<file path="src/rtl/hc595_scan_ctrl.sv">
// Free-running scan sequencer for two daisy-chained 74HC595s driving a
// multiplexed seven-segment display: shift {segments, select}, latch, hold, advance.
module hc595_scan_ctrl #(
  parameter int CLK_DIV    = 4,
  parameter int REFRESH    = 5000,
  parameter int NUM_DIGITS = 6
) (
  input  logic                    CLK,
  input  logic                    RST_N,
  input  logic                    ENABLE,
  input  logic [8*NUM_DIGITS-1:0] SEG_DATA,
  output logic                    SER,
  output logic                    SRCLK,
  output logic                    RCLK,
  output logic                    OE_N,
  output logic                    BUSY,
  output logic [2:0]              DIGIT_IDX,
  output logic                    FRAME_DONE
);

  typedef enum logic [2:0] {IDLE, LOAD, SHIFT_LO, SHIFT_HI, LATCH, HOLD} state_t;

  // One timer serves both the clock divider and the refresh hold.
  localparam int TMAX = (REFRESH > CLK_DIV) ? REFRESH : CLK_DIV;
  localparam int TW   = $clog2(TMAX + 1);
  localparam logic [TW-1:0] DIV_LAST  = TW'(CLK_DIV - 1);
  localparam logic [TW-1:0] HOLD_LAST = TW'(REFRESH - 1);
  localparam logic [2:0]    IDX_LAST  = 3'(NUM_DIGITS - 1);

  state_t        state;
  logic [TW-1:0] tmr;
  logic [3:0]    bitcnt;
  logic [15:0]   word;
  logic [7:0]    seg_sel;
  logic [15:0]   load_word;

  always_comb begin
    seg_sel = '0;
    for (int unsigned k = 0; k < NUM_DIGITS; k++) begin
      if (DIGIT_IDX == 3'(k)) seg_sel = SEG_DATA[8*k +: 8];
    end
    load_word = {seg_sel, ~(8'b1 << DIGIT_IDX)};
  end

  always_ff @(posedge CLK or negedge RST_N) begin
    if (!RST_N) begin
      state      <= IDLE;
      tmr        <= '0;
      bitcnt     <= '0;
      word       <= '0;
      SER        <= 1'b0;
      SRCLK      <= 1'b0;
      RCLK       <= 1'b0;
      OE_N       <= 1'b1;
      BUSY       <= 1'b0;
      DIGIT_IDX  <= '0;
      FRAME_DONE <= 1'b0;
    end else begin
      FRAME_DONE <= 1'b0;
      case (state)
        IDLE: begin
          tmr   <= '0;
          SRCLK <= 1'b0;
          RCLK  <= 1'b0;
          if (ENABLE) begin
            state <= LOAD;
            BUSY  <= 1'b1;
          end
        end
        LOAD: begin
          word   <= load_word;
          SER    <= load_word[15];
          bitcnt <= 4'd15;
          tmr    <= '0;
          state  <= SHIFT_LO;
        end
        SHIFT_LO: begin
          if (tmr == DIV_LAST) begin
            tmr   <= '0;
            SRCLK <= 1'b1;
            state <= SHIFT_HI;
          end else begin
            tmr <= tmr + 1'b1;
          end
        end
        SHIFT_HI: begin
          if (tmr == DIV_LAST) begin
            tmr   <= '0;
            SRCLK <= 1'b0;
            if (bitcnt == 4'd0) begin
              RCLK  <= 1'b1;
              state <= LATCH;
            end else begin
              // Next bit is presented together with the SRCLK fall so it
              // is settled for the whole following low and high phase.
              bitcnt <= bitcnt - 4'd1;
              SER    <= word[bitcnt - 4'd1];
              state  <= SHIFT_LO;
            end
          end else begin
            tmr <= tmr + 1'b1;
          end
        end
        LATCH: begin
          if (tmr == DIV_LAST) begin
            tmr   <= '0;
            RCLK  <= 1'b0;
            OE_N  <= 1'b0;
            state <= HOLD;
          end else begin
            tmr <= tmr + 1'b1;
          end
        end
        HOLD: begin
          if (tmr == HOLD_LAST) begin
            tmr <= '0;
            if (DIGIT_IDX == IDX_LAST) begin
              DIGIT_IDX  <= '0;
              FRAME_DONE <= 1'b1;
            end else begin
              DIGIT_IDX <= DIGIT_IDX + 3'd1;
            end
            if (ENABLE) begin
              state <= LOAD;
            end else begin
              state <= IDLE;
              BUSY  <= 1'b0;
            end
          end else begin
            tmr <= tmr + 1'b1;
          end
        end
        default: begin
          state <= IDLE;
          BUSY  <= 1'b0;
        end
      endcase
    end
  end

endmodule

</file>
<file path="config.mk">
export PLATFORM = sky130hd
export DESIGN_NAME = hc595_scan_ctrl
export DESIGN_NICKNAME = d
export VERILOG_FILES = /design/src/rtl/hc595_scan_ctrl.sv
export SDC_FILE = /design/constraint.sdc
export NUM_CORES = 1
export LEC_CHECK = 0
export ABC_AREA = 1
export CAP_MARGIN = 25
export CORE_ASPECT_RATIO = 0.75
export CORE_UTILIZATION = 35
export DETAILED_ROUTE_END_ITERATION = 10
export GPL_TIMING_DRIVEN = 0
export PLACE_DENSITY_LB_ADDON = 0.12
export SLEW_MARGIN = 10
export SYNTH_ARGS = -nofsm -noshare
export SYNTH_HDL_FRONTEND = slang
export SYNTH_SLANG_ARGS = --single-unit
</file>
<file path="constraint.sdc">
create_clock -name CLK -period 1.7 [get_ports CLK]
set_input_delay 0.255 -clock CLK [delete_from_list [all_inputs] [get_ports CLK]]
set_output_delay 0.255 -clock CLK [all_outputs]
set_load 0.02 [all_outputs]
</file>
# [Yosys cells after proc, flatten, opt, wreduce, memory -nomap -nowiden]
# Cells that the tools add are included.
[word_totals] regBits=45 inputBits=51 output_inout_bits=9 wordCells=94
[classes] add_sub_neg=3 magnitude_cmp=1 n_eq_ne=20 shifts=1 muxes=39 bitwise_logic=2 n_reduce_logical=17
[op_table] cell="$mux W8" count=6
[op_table] cell="$pmux W13 S3" count=1
[op_table] cell="$mux W13" count=2
[op_table] cell="$mux W3" count=7
[op_table] cell="$pmux W3 S6" count=1
[op_table] cell="$ne A2 B2 Y1 const B" count=8
[op_table] cell="$mux W1" count=14
[op_table] cell="$add A13 B1 Y13 const B" count=1
[op_table] cell="$eq A13 B13 Y1 const B" count=1
[op_table] cell="$eq A13 B2 Y1 const B" count=1
[op_table] cell="$eq A3 B2 Y1 const B" count=4
[op_table] cell="$eq A3 B3 Y1 const B" count=4
[op_table] cell="$pmux W1 S3" count=3
[op_table] cell="$reduce_bool A3 Y1" count=3
[op_table] cell="$mux W4" count=2
[op_table] cell="$not A8 Y8" count=1
[op_table] cell="$pmux W4 S2" count=1
[op_table] cell="$reduce_and A4 Y1" count=2
[op_table] cell="$shl A1 B3 Y8 const A" count=1
[op_table] cell="$eq A3 B1 Y1 const B" count=2
[op_table] cell="$logic_not A3 Y1" count=2
[op_table] cell="$reduce_and A3 Y1" count=2
[op_table] cell="$lt A4 B5 Y1 const B" count=1
[op_table] cell="$reduce_and A5 Y1" count=1
[op_table] cell="other kinds (11)" count=12

# [Longest topological paths before layout]
[depth] word_depth=8 ltp_mapped=13

# [Least setup slack after synthesis]
# No wires, ideal clock.
[synth_path] path_type="reg-to-reg" startpoint="register DIGIT_IDX[0]" endpoint="register word[10]" arrival_time_ps=1788 slack_ps=-210 stages_incl_launch_ff=13 period_less_slack_ps=1910 path_cell_list="dfrtp_1 buf_4 buf_2 nand2_1 inv_1 ha_1 clkbuf_1 inv_1 o21ai_0 a31o_2 nand2_1 nand2_1 nand2_1"
[synth_via] elab_chain_len=7 word_cells_on_any_way=12 cone_classes="eq/ne: 5; mux: 6; reduce/logical: 1"
[synth_rtl] element="start: declaration" line="17" text="output logic [2:0] DIGIT_IDX,"
[synth_rtl] element="start signal: assignment" line="121" text="DIGIT_IDX <= DIGIT_IDX + 3'd1;"
[synth_rtl] element="$logic_not A3 Y1" line="40" text="if (DIGIT_IDX == 3'(k)) seg_sel = SEG_DATA[8*k +: 8];"
[synth_rtl] element="$mux W8 (5 in a row)" line="40"
[synth_rtl] element="$mux W8 (*)" line="40"
[synth_rtl] element="end signal: assignment" line="71" text="word <= load_word;"
[synth_rtl] element="end: declaration" line="33" text="logic [15:0] word;"
# Every way passes the cells marked *; elsewhere a longest branch is shown, timed or not.
# A chain may end at the register's enable or synchronous reset.

# [Worst setup path after layout]
[layout_path] startpoint="register OE_N" endpoint="output port OE_N"
[layout_lines] element="start: declaration" line="15" text="output logic OE_N,"
[layout_lines] element="start signal: assignment" line="54" text="OE_N <= 1'b1;"
[layout_lines] element="start signal: assignment" line="108" text="OE_N <= 1'b0;"
# No word-level cell between the ends.

==> flow_metrics.tcl <==
set metrics [dict create \
    area_growth_pct 38.5 \
    wl_um 8140 \
    place.gp.congestion 0.850 \
    vias 3042 \
    avgRoutedWirePerCell_um 13.5 \
    syn_area_per_cell_um2 7.26 \
    ys.warnings.count 0 \
    max_clock_freq_mhz 605 \
    synth_area_um2 3030 \
    synth_seq_area_share 0.372 \
    drc 0 \
    syn-instance-count 417 \
    power_density_nw_per_um2 1180 \
    crit_chain "clkdlybuf4s50_1" \
    grt_pass1_wl_um 13700 \
    grt_pass1_vias 2840 \
    fillers 787 \
    setup_viol 0 \
    path_buf_inv 1 \
    maxSlewHeadroom 0.747 \
    ys_types 39 \
    synth-seq-cells 45 \
    antenna_found_initial 0 \
    hold_violations 0 \
    slew_viol_final 0 \
    drive_gt1_frac 0.203 \
    status "completed" \
    root_buffer "clkbuf_16" \
    start_util 0.372 \
    worstPathMaxFanout 2 \
    finalCritPeriodShare 0.973 \
    timing.final.crit_period_ns 1.65 \
    rsz0062_at_grt "true" \
    clock_sinks 45 \
    clock_latency_ns 0.28 \
    io_pins 60 \
    crit_arrival_ns 1.40 \
    clkTransAtPathRegs_ns 0.07 \
    tightest_slew_ns 0.377 \
    final_cell_count_no_fill 602 \
    dpl.hpwl_um 6230 \
    die_h_um 82.5 \
    cts_tree "yes" \
    synthesis.nets 472 \
    hold_slack_ns 0.415 \
    path_delay_family "buffers and inverters" \
    h-tree-depth 2 \
    ant_nets 0 \
    fin_nets 551 \
    first_pass_iters 5 \
    max_stage_delay_ns 0.59 \
    n_antenna_cell 0 \
    grt_max_degree 32 \
    chipWidth_um 109 \
    cpMaxStageDelayCell "clkdlybuf4s50_1" \
    leakagePower_uw 0.00190 \
    cts_max_path_buffers 2 \
    grt_usage 0.196 \
    end_kind "output pin" \
    cap_violations 0 \
    skew_ns 0.00741 \
    vias_per_cell 5.05 \
    hold_path_class "in2async" \
    core-area_um2 8130 \
    port_buffers 59 \
    path_class "reg2out" \
    placed_cells_incl_taps 582 \
    die_area_um2 9030 \
    num_rows 28 \
    start_kind "register" \
    grt.overflow.total 0 \
    drtIter0Drc 201 \
    cts_made_buffers 5 \
    critPathRequiredTime_ns 1.44 \
    max-vdd-ir-drop_uv 803 \
]
-- cells in the final DEF (no fill, tap or decap), drive strengths merged --
master and n:
nand2 117, o21a 1, nor2 53, ha 4
clkinvlp 2, a31oi 1, xor2 7, o211ai 1
a31o 7, nand4 12, dfstp 1, a22o 1
clkdlybuf4s50 58, o31ai 1, o22ai 1, a22oi 7
clkbuf 7, nor4 1, and2 1, inv 47
o21ai 35, buf 23, nor3 14, a21oi 12
dfrtp 44, dlygate4sd3 1, nand3 37, bufinv 1
-- state kept, by name (all words and copies together), names as in the netlist --
signal	flops
BUSY	1
DIGIT_IDX	3
FRAME_DONE	1
OE_N	1
RCLK	1
SER	1
SRCLK	1
bitcnt	4
state	3
tmr	13
word	16
-- area by class of cell --
| cell class | instances | area, µm² | area share |
|---|---|---|---|
| multi-input combinational | 313 | 1730 | 0.412 |
| sequential | 45 | 1130 | 0.269 |
| clock buffer | 6 | 139 | 0.0331 |
| timing repair buffer | 73 | 734 | 0.175 |
| buffer | 10 | 92.6 | 0.0221 |
| inverter | 48 | 199 | 0.0474 |
| tap | 105 | 131 | 0.0313 |
| clock inverter | 2 | 37.5 | 0.00895 |
-- final timing paths --
kind	start	endpoint	slack (ns)	cells past startpoint
setup / recovery	OE_N	OE_N	0.05	1
hold / removal	RST_N	DIGIT_IDX[1]	0.41	2
setup reg to reg	DIGIT_IDX[0]	word[10]	0.06	11
hold reg to reg	OE_N	OE_N	0.47	2
max in group asynchronous	RST_N	OE_N	0.73	3
min in group CLK	OE_N	OE_N	0.47	2
-- synth_stat cells (all sizes together) --
library cell  number  share of area
nand2            117           0.16
o211ai             1         0.0025
ha                 4          0.017
xor2               7          0.020
a31o               7          0.020
o31ai              1         0.0025
a31oi              1         0.0021
a22oi              7          0.017
nor2              53          0.081
nor3              14          0.039
and2               1         0.0021
nand3             37          0.066
nand4             12          0.025
o22ai              1         0.0041
a22o               1         0.0029
buf               10          0.023
dfstp              1         0.0087
nor4               1         0.0021
o21ai             35          0.060
clkinv             2         0.0025
o21a               1         0.0025
dfrtp             44           0.36
inv               46          0.058
clkbuf             1         0.0012
a21oi             12          0.020
-- metal layers --
metal / share of wire / track usage
met1: 0.52 / 0.299
met2: 0.43 / 0.294
met3: 0.048 / 0.0322
met4: 0.0033 / 0.0267
met5: 0 / 0
-- logic make-up (layout without fill, tap and decap cells) --
logic type	Yosys count	in the layout	synth area share
compound gates	67	67	0.134
xor+xnor	7	7	0.0203
fa+ha+maj	4	4	0.0165
buf+inv	59	139	0.0847
flops	45	45	0.372
simple gates	235	235	0.372
-- through the flow --
step | cell area [µm²] | TNS (ns) | setup slack [ns] | util | power [µW]
6_report | 4190 | 0 | 0.0466 | 0.516 | 4950
5_1_grt | 4190 | -0.0520 | -0.0228 | 0.516 | 5420
4_1_cts | 4040 | 0 | 0.0252 | 0.497 | 4940
3_5_place_dp | 3780 | -1.29 | -0.236 | 0.466 | 3700
3_3_place_gp | 3770 | -45.34 | -1.16 | 0.464 | 3660
2_1_floorplan | 3050 | 0 | 0.00158 | - | 3060
-- what timing repair did --
item / CTS / global route
gates resized for setup: 11 / 24
endpoints found under the setup margin: 16 / 30
hold buffers: 1 / 0
pin swaps: 1 / 4
endpoints found under the hold margin: 14 / 0
setup buffers: 4 / 8
-- power breakdown --
group	internal (µW)	switching, µW
clock	734	409
sequential	1380	236
combinational	887	1310
No activity file was read; power rests on OpenSTA's default activity.
